===== src/rtl/add_pipe.sv =====
`timescale 1ns/1ps
// ---------------------------------------------------------------------------
// add_pipe -- pipelined WIDTH-bit adder/subtractor built from SEG-bit ripple
// segments, one segment per pipeline stage (STAGES = WIDTH/SEG).
//
// Operation:
//    sub = 0 : {cout, sum} = a + b + cin
//    sub = 1 : {cout, sum} = a - b   (cout = 1 means no borrow, a >= b unsigned)
//
// Ports:
//    clk        in   rising-edge clock
//    rst_n      in   asynchronous reset, active low
//    in_valid   in   operands valid this cycle
//    in_ready   out  operands are taken this cycle (combinational)
//    a, b       in   WIDTH-bit operands
//    cin        in   carry in, only used for addition
//    sub        in   selects subtraction
//    out_valid  out  result valid
//    out_ready  in   consumer takes the result
//    sum        out  WIDTH-bit result, modulo 2^WIDTH
//    cout       out  carry out of the MSB
//    ovf        out  signed overflow, only when ADD_PIPE_OVF_EN is defined
//
// Build option:
//    ADD_PIPE_OVF_EN  adds the ovf port and the single flop behind it.
//
// Every stage advances together: when the result sits unclaimed at the output
// the whole pipe freezes, and empty slots (bubbles) travel along like real
// operations, so latency is always STAGES cycles when unstalled.
// ---------------------------------------------------------------------------
module add_pipe #(
    parameter int WIDTH = 32,
    parameter int SEG   = 8
) (
    input  logic             clk,
    input  logic             rst_n,
    input  logic             in_valid,
    output logic             in_ready,
    input  logic [WIDTH-1:0] a,
    input  logic [WIDTH-1:0] b,
    input  logic             cin,
    input  logic             sub,
    output logic             out_valid,
    input  logic             out_ready,
    output logic [WIDTH-1:0] sum,
    output logic             cout
`ifdef ADD_PIPE_OVF_EN
    ,
    output logic             ovf
`endif
);

    localparam int STAGES = WIDTH / SEG;

    logic             w_advance;
    logic [WIDTH-1:0] w_bEff;
    logic             w_c0;

    // Subtraction is a + ~b + 1, so the operand inversion and the forced
    // carry-in are applied once before the first segment.
    assign w_bEff    = sub ? ~b : b;
    assign w_c0      = sub | cin;

    // The pipe may move whenever the output slot is empty or being taken.
    assign w_advance = out_ready | ~out_valid;
    assign in_ready  = w_advance;

    for (genvar g = 0; g < STAGES; g++) begin : gStage
        // REMIN: operand bits not yet added when entering this stage.
        // DONE : result bits complete after this stage.
        localparam int REMIN = WIDTH - g * SEG;
        localparam int DONE  = (g + 1) * SEG;

        logic [REMIN-1:0] w_a;
        logic [REMIN-1:0] w_b;
        logic             w_cIn;
        logic             w_vIn;
        logic [SEG:0]     w_seg;
        logic [DONE-1:0]  w_sumNext;

        logic             r_v;
        logic             r_c;
        logic [DONE-1:0]  r_sum;

        // Stage inputs come from the ports for the first stage and from the
        // previous stage's registers otherwise. The finished low bits are
        // extended by this stage's segment result on top.
        if (g == 0) begin : gIn
            assign w_a       = a;
            assign w_b       = w_bEff;
            assign w_cIn     = w_c0;
            assign w_vIn     = in_valid;
            assign w_sumNext = w_seg[SEG-1:0];
        end else begin : gIn
            assign w_a       = gStage[g-1].gOps.r_opA;
            assign w_b       = gStage[g-1].gOps.r_opB;
            assign w_cIn     = gStage[g-1].r_c;
            assign w_vIn     = gStage[g-1].r_v;
            assign w_sumNext = {w_seg[SEG-1:0], gStage[g-1].r_sum};
        end

        // One SEG-bit ripple segment; the extra top bit is the segment carry.
        assign w_seg = {1'b0, w_a[SEG-1:0]} + {1'b0, w_b[SEG-1:0]} + {{SEG{1'b0}}, w_cIn};

        // Valid bit moves on every advance so bubbles keep their slot. Data
        // only loads with a real operation, which keeps sum/cout at the
        // output stable between results.
        always_ff @(posedge clk or negedge rst_n) begin
            if (!rst_n) begin
                r_v   <= 1'b0;
                r_c   <= 1'b0;
                r_sum <= '0;
            end else if (w_advance) begin
                r_v <= w_vIn;
                if (w_vIn) begin
                    r_c   <= w_seg[SEG];
                    r_sum <= w_sumNext;
                end
            end
        end

        // Upper operand bits still to be added travel with the partial sum;
        // the last stage has none left to carry.
        if (g < STAGES - 1) begin : gOps
            logic [REMIN-SEG-1:0] r_opA;
            logic [REMIN-SEG-1:0] r_opB;

            always_ff @(posedge clk or negedge rst_n) begin
                if (!rst_n) begin
                    r_opA <= '0;
                    r_opB <= '0;
                end else if (w_advance && w_vIn) begin
                    r_opA <= w_a[REMIN-1:SEG];
                    r_opB <= w_b[REMIN-1:SEG];
                end
            end
        end
    end

    assign out_valid = gStage[STAGES-1].r_v;
    assign sum       = gStage[STAGES-1].r_sum;
    assign cout      = gStage[STAGES-1].r_c;

`ifdef ADD_PIPE_OVF_EN
    logic r_ovf;
    logic w_ovfNext;

    // The last stage still holds the operand MSBs (top bit of its segment),
    // so overflow is judged there from the operand signs and the result sign.
    assign w_ovfNext = (gStage[STAGES-1].w_a[SEG-1] == gStage[STAGES-1].w_b[SEG-1]) &
                       (gStage[STAGES-1].w_seg[SEG-1] != gStage[STAGES-1].w_a[SEG-1]);

    // Loaded alongside the last stage's sum so it holds under the same rules.
    always_ff @(posedge clk or negedge rst_n) begin
        if (!rst_n) begin
            r_ovf <= 1'b0;
        end else if (w_advance && gStage[STAGES-1].w_vIn) begin
            r_ovf <= w_ovfNext;
        end
    end

    assign ovf = r_ovf;
`endif

endmodule


===== config.mk =====
export PLATFORM = sky130hd
export DESIGN_NAME = add_pipe
export DESIGN_NICKNAME = d
export VERILOG_FILES = /design/src/rtl/add_pipe.sv
export SDC_FILE = /design/constraint.sdc
export NUM_CORES = 1
export LEC_CHECK = 0
export ABC_AREA = 1
export CAP_MARGIN = 20
export CORE_ASPECT_RATIO = 1.2
export CORE_MARGIN = 2
export CORE_UTILIZATION = 25
export DETAILED_ROUTE_END_ITERATION = 8
export HOLD_SLACK_MARGIN = 0.02
export PLACE_DENSITY = 0.46
export SYNTH_ARGS = -nofsm -noshare
export SYNTH_HDL_FRONTEND = slang
export SYNTH_SLANG_ARGS = --single-unit

===== constraint.sdc =====
create_clock -name clk -period 1.9 [get_ports clk]
set_input_delay 0.38 -clock clk [delete_from_list [all_inputs] [get_ports clk]]
set_output_delay 0.38 -clock clk [all_outputs]
set_load 0.01 [all_outputs]

After elaboration in Yosys (flattened, before gate mapping)
Index checks and enable logic that the tools add are counted.
{"block": "classes", "add_sub_neg": 8, "n_mux": 1, "bitwise_logic": 4, "reduce_logical": 7}
{"cell": "8-bit by 8-bit adder with 9-bit output", "count": 4}
{"cell": "9-bit by 1-bit adder with 9-bit output", "count": 4}
{"cell": "32-bit 2-to-1 mux", "count": 1}
{"cell": "32-bit inverter", "count": 1}
{"cell": "2-bit AND reduction", "count": 4}
{"cell": "1-bit logical AND", "count": 3}
{"cell": "1-bit bitwise OR", "count": 2}
{"cell": "1-bit inverter", "count": 1}
{"block": "word_totals", "reg_bits": 184, "inputBits": 70, "out_inout_bits": 35, "elab_cells": 38}

Logic depth before layout (Yosys ltp)
Gate-level depths: netlist (run 1).
{"block": "logic_depth", "ltp_word": 4, "mapped_depth": 12}

Worst setup path before layout (run 1)
Ideal clock, no wire load.
{"block": "synth_timing", "path_kind": "input to register", "from": "input port sub", "to": "register gStage[0].r_sum[4]", "arrival_ps": 1988, "required_ps": 1783, "path_slack_ps": -205, "stages": 10, "path_cell_list": "buf_4 -> buf_4 -> or2_2 -> fa_1 -> inv_1 -> fa_1 -> o21ai_0 -> xor2_1 -> nand2_1 -> nand2_1"}
{"block": "synth_via", "elab_chain_len": 3, "word_cells_on_any_way": 4}
{"item": "from (decl)", "line": "42", "source": "input logic sub,"}
{"item": "32-bit 2-to-1 mux", "line": "61", "source": "assign w_bEff = sub ? ~b : b;"}
{"item": "8-bit by 8-bit adder with 9-bit output", "line": "103", "source": "assign w_seg = {1'b0, w_a[SEG-1:0]} + {1'b0, w_b[SEG-1:0]} + {{SEG{1'b0}}, w_cIn};"}
{"item": "9-bit by 1-bit adder with 9-bit output *", "line": "103"}
{"item": "to (signal assigned)", "line": "117", "source": "r_sum <= w_sumNext;"}
{"item": "to (decl)", "line": "83", "source": "logic [DONE-1:0] r_sum;"}
Mark *: on every way between the ends. The rest lies on a longest branch, timed or not.
A chain may end at the register's enable or synchronous reset.

Final worst setup path (run 1)
{"block": "layout_timing", "from": "register gStage[0].gOps.r_opB[0]", "to": "register gStage[1].r_sum[14]"}
{"block": "layout_via", "elab_chain_len": 2}
{"item": "from (decl)", "line": "126", "source": "logic [REMIN-SEG-1:0] r_opB;"}
{"item": "from (signal assigned)", "line": "134", "source": "r_opB <= w_b[REMIN-1:SEG];"}
{"item": "8-bit by 8-bit adder with 9-bit output", "line": "103"}
{"item": "9-bit by 1-bit adder with 9-bit output", "line": "103"}
{"item": "to (signal assigned)", "line": "117"}
{"item": "to (decl)", "line": "83"}
No other way between the ends.

==> flow_metrics.tcl, run 1 <==
set metrics [dict create \
    arrival_time_at_the_worst_endpoint_ns 2.15 \
    detail_route.drc_violations 0 \
    worst_slew_pin_slew_ns 0.4341 \
    yosysSeqAreaShare_pct 53.33 \
    fill_cells 3684 \
    synth.cell_area_sq_um 8633 \
    seqCellArea_sq_um 4604 \
    gp_routability_congestion 0.7737 \
    synth_seq_cells 184 \
    portBuffers 104 \
    slew_headroom_pct 71.06 \
    min-delay-path-class "in2async" \
    number_of_failing_hold_endpoints_at_the_final_stage 0 \
    cts_buffers 17 \
    startpoint_type "flop" \
    period_needed_ns 1.770 \
    drt-pass1-iter-count 4 \
    finalCritPeriodShare_pct 93.15 \
    critical-path-top-delay-family "adder cells" \
    die_h_um 207.6 \
    floorplan.die_area_sq_um 36040 \
    drt-vias-per-instance 3.893 \
    max-clock-path-buffers 2 \
    grt_antenna_before_repair 0 \
    timing.critical_path.cells "fa_2, fa_2, nand3_1, nand2_1, nand2_1, nand2_1, nand2_1, nand3_1, nand2_1" \
    placed_cells_incl_taps 1526 \
    synth_flop_cell "sky130_fd_sc_hd__dfrtp_1" \
    grt_overflow_total 0 \
    postSynthAreaPerCell_sq_um 8.882 \
    unrepaired_setup_endpoints_after_global_routing "no" \
    totalPowerFinal_uw 16390 \
    first_pass_grt_wire_length_mm 31.90 \
    synth_enable_flop_cells 0 \
    layout-drive-gt1-share_pct 10.51 \
    postRouteAntennaNets 0 \
    finish.cell_count_without_fillers 1560 \
    timing.critical_path.to_type "flop" \
    crit_fanout 3 \
    critPathBufInv 0 \
    yosysWarningCount 0 \
    synth_nets 1078 \
    route.final.wire_length_mm 18.84 \
    vdd_ir_drop_max_uv 664.7 \
    site_rows 74 \
    area_growth_pct 28.26 \
    crit_required_ns 2.28 \
    status "completed" \
    setup_violations 0 \
    floorplan.initialDensity_pct 25.34 \
    most_used_cells_in_the_layout_excluding_fill_and_tap_cells "391 x sky130_fd_sc_hd__nand2_1, 184 x sky130_fd_sc_hd__dfrtp_1, 100 x sky130_fd_sc_hd__clkdlybuf4s50_1, 78 x sky130_fd_sc_hd__inv_1, 73 x sky130_fd_sc_hd__o21ai_0" \
    clk-insertion-delay-late_ns 0.44 \
    multi_input_comb_area_sq_um 3470 \
    netlist-cell-type-count 29 \
    coreArea_sq_um 34070 \
    critical_path.slowest_cell "sky130_fd_sc_hd__fa_2" \
    die_x_um 173.6 \
    final_core_util_pct 32.50 \
    syn_inst 972 \
    path_class "reg2reg" \
    pin_count_of_the_biggest_net_entering_global_routing 53 \
    max_freq_mhz 565.0 \
    design.final.nets 1197 \
    final.setup_skew_ns 0.008075 \
    clock_tree_from_tritoncts "yes" \
    critPathMaxStageDelay_ns 0.42 \
    cts.sinks 184 \
    wl_per_cell_um 12.08 \
    clk_pin_slew_ns 0.07 \
    drt-initial-drc-count 298 \
    cap_violations 0 \
    critPathLaunch "gStage[0].gOps.r_opB[0]" \
    num_io_pins 105 \
    power.density_nw_per_um2 1480 \
    max_h_tree_level 4 \
    ys_async_sr_fraction_pct 100.0 \
    r2r-start "gStage[0].gOps.r_opB[0]" \
    cts.root.buffer_cell "sky130_fd_sc_hd__clkbuf_16" \
    n_antenna_cell 0 \
    detailed_place_hpwl_mm 14.23 \
    cellLeakagePower_uw 0.005381 \
    final_max_slew_viol_count 0 \
    layout_commonest_cell "sky130_fd_sc_hd__nand2_1" \
    number_of_global_route_vias_before_repair 6058 \
    groute.usage.overall_pct 11.03 \
    worst_path_most_repeated_cell "sky130_fd_sc_hd__nand2_1" \
    detailroute.via_count 6073 \
]
[repair_timing]
| action | CTS | global route |
|---|---|---|
| pin swaps | 0 | 4 |
| resized for setup | 4 | 4 |
| endpoints found under the hold margin | 37 | 0 |
| hold buffers | 1 | 0 |
| setup endpoints to repair | 5 | 7 |
| setup buffers | 0 | 1 |
[final cells by class]
cell class	count	area share, %
clock buffers	22	4.463
clock inverters	10	1.266
inverters	84	2.893
multi-input cells	664	31.33
flip-flops and latches	184	41.58
well taps	456	5.153
repair buffers	140	13.31
[metal layers]
metal  vias up  part of all wire (%)  track usage (%)  routed length, um
met5         -                     0                0                  0
met4         0                   1.5            3.999                291
met3        17                   2.6            2.106                496
met2        81                    41            15.81               7816
met1      2692                    54            16.45              10230
li1       3283                     -                -                  -
[kinds of logic (layout without fill, tap and decap cells)]
group	count (synthesis)	after routing	share of synthesized area, %
fa+ha+maj	36	36	5.913
compound gates	127	127	8.363
simple gates	462	462	21.51
flops	184	184	53.33
buf+inv	124	256	6.927
xor+xnor	39	39	3.957
[per-stage QoR]
stage / hold slack, ns / setup TNS [ns] / setup slack, ns / area [sq um]
after floorplan: 0.08441 / -0.1621 / -0.06073 / 8667
after global placement: 0.3383 / -1.858 / -0.3548 / 10410
after detailed placement: 0.3354 / -2.068 / -0.3676 / 10410
after CTS: 0.4310 / 0 / 0.03177 / 11060
after global routing: 0.4638 / 0 / 0.004524 / 11070
final: 0.4354 / 0 / 0.1301 / 11070
[cells in the mapped netlist (2+ instances only)]
| master | number | area, sq um |
|---|---|---|
| sky130_fd_sc_hd__clkbuf_1 | 5 | 18.77 |
| sky130_fd_sc_hd__o21ai_0 | 74 | 370.4 |
| sky130_fd_sc_hd__inv_1 | 79 | 296.5 |
| sky130_fd_sc_hd__nand3b_1 | 8 | 60.06 |
| sky130_fd_sc_hd__inv_4 | 2 | 12.51 |
| sky130_fd_sc_hd__xor2_1 | 9 | 78.83 |
| sky130_fd_sc_hd__buf_2 | 16 | 80.08 |
| sky130_fd_sc_hd__nand3_1 | 34 | 170.2 |
| sky130_fd_sc_hd__nor2_4 | 3 | 33.78 |
| sky130_fd_sc_hd__clkbuf_2 | 2 | 10.01 |
| sky130_fd_sc_hd__buf_4 | 4 | 30.03 |
| sky130_fd_sc_hd__o21ai_1 | 10 | 50.05 |
| sky130_fd_sc_hd__dfrtp_1 | 184 | 4604 |
| sky130_fd_sc_hd__nor2_1 | 17 | 63.81 |
| sky130_fd_sc_hd__fa_1 | 8 | 160.2 |
| sky130_fd_sc_hd__a21oi_1 | 18 | 90.09 |
| sky130_fd_sc_hd__inv_2 | 3 | 11.26 |
| sky130_fd_sc_hd__o21ai_2 | 20 | 175.2 |
| sky130_fd_sc_hd__nand2_1 | 391 | 1468 |
| sky130_fd_sc_hd__ha_1 | 28 | 350.3 |
| sky130_fd_sc_hd__xnor2_1 | 30 | 262.8 |
| sky130_fd_sc_hd__or2_2 | 6 | 37.54 |
| sky130_fd_sc_hd__buf_6 | 12 | 135.1 |
| sky130_fd_sc_hd__o21bai_1 | 4 | 30.03 |
[power by group]
group	switching (uW)	internal (uW)
Clock	1510	2250
Combinational	3490	2800
Sequential	844	5500
Total	5840	10500
[path summary, 6_finish.rpt]
path	end	slack (ns)	cells after the start
hold / removal	gStage[0].gOps.r_opB[20]	0.44	2
hold reg to reg	gStage[1].r_sum[9]	0.47	2
setup / recovery	gStage[1].r_sum[14]	0.13	9
min in group clk	gStage[1].r_sum[9]	0.47	2
setup reg to reg	gStage[1].r_sum[14]	0.13	9
max in group asynchronous	gStage[2].r_sum[18]	0.84	3
[flip-flops by register name, summed over array words and instances (netlist names)]
signal and count:
cout 1, gStage.gOps.r_opA 48, gStage.gOps.r_opB 48, gStage.r_c 3, gStage.r_sum 48, gStage.r_v 3
out_valid 1, sum 32
Note: power is estimated with default switching activity, not from simulation.
==> run 2: changes to the inputs <==
--- a/config.mk
+++ b/config.mk
@@ -7,11 +7,12 @@
 export LEC_CHECK = 0
 export ABC_AREA = 1
 export CAP_MARGIN = 20
-export CORE_ASPECT_RATIO = 1.2
+export CORE_ASPECT_RATIO = 1.25
 export CORE_MARGIN = 2
 export CORE_UTILIZATION = 25
 export DETAILED_ROUTE_END_ITERATION = 8
 export HOLD_SLACK_MARGIN = 0.02
+export MAX_ROUTING_LAYER = met4
 export PLACE_DENSITY = 0.46
 export SYNTH_ARGS = -nofsm -noshare
 export SYNTH_HDL_FRONTEND = slang
==> constraint.sdc (replaced) <==
create_clock -name clk -period 1.9 [get_ports clk]
set_input_delay 0.38 -clock clk [delete_from_list [all_inputs] [get_ports clk]]
set_output_delay 0.38 -clock clk [all_outputs]
set_load 0.1 [all_outputs]
==> flow_metrics.tcl, run 2 (synthesis gave the netlist of run 1 again) <==
set metrics [dict create \
    design.final.nets 1193 \
    clk-insertion-delay-late_ns 0.44 \
    top_regs "gStage.gOps.r_opA: 48 flops, gStage.gOps.r_opB: 48 flops, gStage.r_sum: 48 flops" \
    site_rows 76 \
    cts_buffers 17 \
    n_antenna_cell 0 \
    clk_pin_slew_ns 0.06 \
    setup_violations 0 \
    detailed_place_hpwl_mm 13.84 \
    detail_route.drc_violations 0 \
    number_of_global_route_vias_before_repair 5830 \
    detailroute.via_count 6144 \
    worst_slew_pin_slew_ns 0.6063 \
    cts.root.buffer_cell "sky130_fd_sc_hd__clkbuf_16" \
    num_io_pins 105 \
    critical_path.slowest_cell "sky130_fd_sc_hd__fa_2" \
    gp_routability_congestion 0.8030 \
    worst_path_most_repeated_cell "sky130_fd_sc_hd__fa_2" \
    drt-pass1-iter-count 4 \
    die_x_um 170.2 \
    cts.sinks 184 \
    postRouteAntennaNets 0 \
    max-clock-path-buffers 2 \
    drt-vias-per-instance 4.021 \
    grt_overflow_total 0 \
    timing.critical_path.cells "fa_2, fa_2, buf_4, or2_2, nand3_2, nand2_1" \
    power.density_nw_per_um2 1698 \
    groute.usage.overall_pct 11.37 \
    status "completed" \
    dpl-instance-area_sq_um 10590 \
    grt_antenna_before_repair 0 \
    floorplan.initialDensity_pct 25.22 \
    critPathMaxStageDelay_ns 0.42 \
    first_pass_grt_wire_length_mm 31.26 \
    coreArea_sq_um 34230 \
    slew_headroom_pct 59.52 \
    final_core_util_pct 32.90 \
    pin_count_of_the_biggest_net_entering_global_routing 65 \
    cellLeakagePower_uw 0.005471 \
    max_freq_mhz 538.6 \
    layout-drive-gt1-share_pct 13.65 \
    cap_violations 0 \
    vdd_ir_drop_max_uv 647.4 \
    layout_commonest_cell "sky130_fd_sc_hd__nand2_1" \
    final_design_area_no_fill_sq_um 11260 \
    drt-initial-drc-count 309 \
    startpoint_type "flop" \
    area_growth_pct 30.46 \
    number_of_failing_hold_endpoints_at_the_final_stage 0 \
    floorplan.die_area_sq_um 36040 \
    clock_tree_from_tritoncts "yes" \
    period_needed_ns 1.857 \
    finalCritPeriodShare_pct 97.72 \
    path_class "reg2reg" \
    die_h_um 211.8 \
    crit_required_ns 2.23 \
    most_used_cells_in_the_layout_excluding_fill_and_tap_cells "388 x sky130_fd_sc_hd__nand2_1, 183 x sky130_fd_sc_hd__dfrtp_1, 78 x sky130_fd_sc_hd__inv_1, 73 x sky130_fd_sc_hd__o21ai_0, 67 x sky130_fd_sc_hd__clkdlybuf4s50_1" \
    timing.critical_path.to_type "flop" \
    final_max_slew_viol_count 0 \
    wl_per_cell_um 12.37 \
    route.final.wire_length_mm 18.90 \
    max_h_tree_level 4 \
    final.setup_skew_ns 0.005922 \
    portBuffers 104 \
    min-delay-path-class "in2async" \
    arrival_time_at_the_worst_endpoint_ns 2.19 \
    crit_fanout 2 \
]
## run 2: cell count changes in the layout (fill, tap and decap cells not counted), sizes merged
cell,delta
dlymetal6s2s,-1
clkinvlp,+2
clkinv,-4
clkbuf,+3
bufinv,-1
buf,+30
dlygate4sd2,-1
clkdlybuf4s50,-33
## run 2: power by group
part	leakage (uW)	switching, uW	total, uW	internal (uW)
clock	0.000271	1480	3480	2000
combinational	0.00290	5680	9120	3430
sequential	0.00230	1030	6530	5500
total	0.00547	8190	19100	10900
## run 2: repair_timing
item,CTS,global route
pin swaps,0,9
cloned,0,0
gates resized for setup,3,13
buffers inserted,0,6
endpoints found under the hold margin,37,0
endpoints found under the setup margin,4,10
hold buffers,1,0
## run 2: path summary, 6_finish.rpt
| path | depth (start not counted) | slack (ns) | startpoint | end |
|---|---|---|---|---|
| setup / recovery | 6 | 0.04 | gStage[0].gOps.r_opA[0] | gStage[1].r_sum[10] |
| hold / removal | 2 | 0.43 | rst_n | gStage[0].gOps.r_opB[20] |
| setup reg to reg | 6 | 0.04 | gStage[0].gOps.r_opA[0] | gStage[1].r_sum[10] |
| hold reg to reg | 2 | 0.47 | gStage[1].r_sum[8] | gStage[1].r_sum[8] |
| max in group asynchronous | 3 | 0.79 | rst_n | gStage[0].r_sum[5] |
| min in group clk | 3 | 0.47 | a[21] | gStage[0].gOps.r_opA[13] |
## run 2: layout make-up
class,instances,area (sq um)
Inverter,84,320.3
Multi-Input combinational cell,664,3502
Clock inverter,7,93.84
Sequential cell,184,4606
Timing Repair Buffer,136,1733
Clock buffer,24,471.7
Tap cell,429,536.8
Fill cell,3595,22970
## run 2: through the flow
stage                     hold WS [ns]  setup WS, ns  instances  setup TNS [ns]  power, uW
after global placement          0.3296       -0.4398       1490          -2.075      15560
after detailed placement        0.3354       -0.4412       1490          -2.223      15670
after floorplan                0.08441      -0.07955        972         -0.1592      12560
final                           0.4298       0.04340       1528               0      19130
after CTS                       0.4288       0.01717       1522               0      19250
after global routing            0.4524     -0.004482       1528       -0.005396      20620
## run 2: layer usage
layer,global-route usage (%),share of wire [%],vias up
met1,16.28,53,2767
li1,-,-,3270
met4,3.979,1.1,0
met2,15.84,44,91
met5,-,0,-
met3,2.374,2.7,16
## run 2: worst max-delay path, delay by kind of cell (launching register included)
kind                     cells  cell delay [ns]
buffers and inverters        1             0.14
adder cells (fa/ha/maj)      2             0.79
flip-flops                   1             0.41
AND/OR/NAND/NOR              3             0.41
==> run 3: changes to the inputs <==
--- a/config.mk
+++ b/config.mk
@@ -10,10 +10,12 @@
 export CORE_ASPECT_RATIO = 1.25
 export CORE_MARGIN = 2
 export CORE_UTILIZATION = 25
+export CTS_BUF_LIST = sky130_fd_sc_hd__clkbuf_4
 export DETAILED_ROUTE_END_ITERATION = 8
 export HOLD_SLACK_MARGIN = 0.02
 export MAX_ROUTING_LAYER = met4
 export PLACE_DENSITY = 0.46
+export REMOVE_ABC_BUFFERS = 1
 export SYNTH_ARGS = -nofsm -noshare
 export SYNTH_HDL_FRONTEND = slang
 export SYNTH_SLANG_ARGS = --single-unit
==> flow_metrics.tcl, run 3 (synthesis gave the netlist of run 1 again) <==
set metrics [dict create \
    top_regs "gStage.gOps.r_opA: 48 flops, gStage.gOps.r_opB: 48 flops, gStage.r_sum: 48 flops" \
    design.final.nets 1209 \
    path_class "reg2reg" \
    max_h_tree_level 4 \
    detailroute.via_count 6323 \
    coreArea_sq_um 34230 \
    pin_count_of_the_biggest_net_entering_global_routing 56 \
    drt-initial-drc-count 239 \
    post-place-ws_ns -0.4177 \
    grt_antenna_before_repair 2 \
    final_max_slew_viol_count 0 \
    totalPowerFinal_uw 18000 \
    drt-vias-per-instance 4.087 \
    gp_routability_congestion 0.7616 \
    dpl-instance-area_sq_um 10740 \
    timing.final.ws_setup_ns 0.08644 \
    number_of_global_route_vias_before_repair 6300 \
    final_design_area_no_fill_sq_um 11150 \
    floorplan.die_area_sq_um 36040 \
    fill_cells 3614 \
    postRouteAntennaNets 0 \
    detailed_place_hpwl_mm 14.08 \
    clock_tree_from_tritoncts "yes" \
    layout_commonest_cell "sky130_fd_sc_hd__nand2_1" \
    first_pass_grt_wire_length_mm 31.74 \
    vdd_ir_drop_max_uv 504.6 \
    final.setup_skew_ns 0.02367 \
    route.final.wire_length_mm 18.96 \
    die_h_um 211.8 \
    site_rows 76 \
    total_negative_setup_slacks_ns 0 \
    worst_slew_pin_slew_ns 0.5049 \
    crit_required_ns 2.47 \
    max_freq_mhz 551.4 \
    crit_fanout 3 \
    number_of_failing_hold_endpoints_at_the_final_stage 0 \
    critical-path-top-delay-family "adder cells" \
    startpoint_type "flop" \
    groute.usage.overall_pct 11.71 \
    seqCellArea_sq_um 4604 \
    cts.sinks 184 \
    most_used_cells_in_the_layout_excluding_fill_and_tap_cells "385 x sky130_fd_sc_hd__nand2_1, 184 x sky130_fd_sc_hd__dfrtp_1, 78 x sky130_fd_sc_hd__inv_1, 74 x sky130_fd_sc_hd__o21ai_0, 67 x sky130_fd_sc_hd__clkdlybuf4s50_1" \
    timing.critical_path.to_type "flop" \
    cts.root.buffer_cell "sky130_fd_sc_hd__clkbuf_4" \
    arrival_time_at_the_worst_endpoint_ns 2.39 \
    period_needed_ns 1.814 \
    finalCritPeriodShare_pct 95.45 \
    detail_route.drc_violations 0 \
    multi_input_comb_area_sq_um 3491 \
    max-clock-path-buffers 2 \
    slew_headroom_pct 66.34 \
    layout-drive-gt1-share_pct 15.14 \
    critPathBufInv 0 \
    unrepaired_setup_endpoints_after_global_routing "yes" \
    timing.critical_path.cells "fa_2, fa_2, nand3_2, nand2_2, nand2_2, nand2_2, nand2_2, nand3_2, nand2_1" \
    num_io_pins 105 \
    grt_overflow_total 0 \
    cellLeakagePower_uw 0.005454 \
    cap_violations 0 \
    portBuffers 104 \
    die_x_um 170.2 \
    clk_pin_slew_ns 0.17 \
    setup_violations 0 \
    drt-pass1-iter-count 4 \
    power.density_nw_per_um2 1614 \
    floorplan.initialDensity_pct 25.22 \
    critical_path.slowest_cell "sky130_fd_sc_hd__dfrtp_1" \
    worst_path_most_repeated_cell "sky130_fd_sc_hd__nand2_2" \
    cts_buffers 17 \
    clk-insertion-delay-late_ns 0.64 \
    wl_per_cell_um 12.26 \
    min-delay-path-class "in2reg" \
    critPathMaxStageDelay_ns 0.44 \
    status "completed" \
    area_growth_pct 29.20 \
]
[run 3: cell types whose count changed in the layout (fill, tap and decap cells not counted), sizes merged]
cell    before  now
diode        0    2
clkbuf      25   18
clkinv       2    4
buf         67   83
inv         85   91
[run 3: path summary, 6_finish.rpt]
path,cells past startpoint,slack (ns),startpoint,to
max in group asynchronous,3,1.03,rst_n,sum[15]
worst max-delay path,9,0.09,gStage[0].gOps.r_opB[0],gStage[1].r_sum[14]
worst max register to register,9,0.09,gStage[0].gOps.r_opB[0],gStage[1].r_sum[14]
worst min-delay path,3,0.26,a[10],gStage[0].gOps.r_opA[2]
worst min register to register,2,0.48,gStage[0].gOps.r_opB[12],gStage[1].gOps.r_opB[4]
min in group asynchronous,2,0.28,rst_n,gStage[0].r_sum[4]
[run 3: worst reg2reg max path, stage by stage, from the launching register on]
cell and delay, ns:
sky130_fd_sc_hd__dfrtp_1 0.44, sky130_fd_sc_hd__fa_2 0.42, sky130_fd_sc_hd__fa_2 0.40, sky130_fd_sc_hd__nand3_2 0.08
sky130_fd_sc_hd__nand2_2 0.07, sky130_fd_sc_hd__nand2_2 0.09, sky130_fd_sc_hd__nand2_2 0.06, sky130_fd_sc_hd__nand2_2 0.07
sky130_fd_sc_hd__nand3_2 0.07, sky130_fd_sc_hd__nand2_1 0.06
[run 3: final cells by class]
| class | instances | area share, % |
|---|---|---|
| inverter | 84 | 2.872 |
| clock buffer | 17 | 1.144 |
| tap | 429 | 4.812 |
| sequential | 184 | 41.28 |
| timing repair buffer | 152 | 17.06 |
| multi-input combinational | 664 | 31.30 |
| antenna | 2 | 0.04487 |
| clock inverter | 15 | 1.492 |
[run 3: metrics by stage]
step | hold WS [ns] | utilization (%) | std cells
floorplan | 0.08441 | - | 932
global placement | 0.4005 | 31.37 | 1505
detailed placement | 0.4040 | 31.37 | 1505
CTS | 0.1694 | 32.34 | 1540
global route | 0.1783 | 32.58 | 1547
finish | 0.2559 | 32.58 | 1547
[run 3: per-layer routing]
layer	part of all wire, %	vias to the layer above	global-route usage, %
met5	0	-	-
met4	1.7	0	4.421
met3	3.2	16	2.842
met2	51	76	19.89
met1	44	2929	13.33
li1	-	3302	-
[run 3: repair_timing]
item	CTS	global route
buffers inserted	2	5
gates resized for setup	6	12
hold buffers	1	0
pin swaps	1	9
endpoints found under the hold margin	68	0
endpoints found under the setup margin	9	8
[run 3: where the power goes]
part           switching (uW)  total [uW]  leakage (uW)  internal (uW)
registers                 955        6430       0.00230           5470
logic                    5710        9270       0.00299           3560
clock network            1490        2300      0.000157            816
total                    8160       18000       0.00545           9850
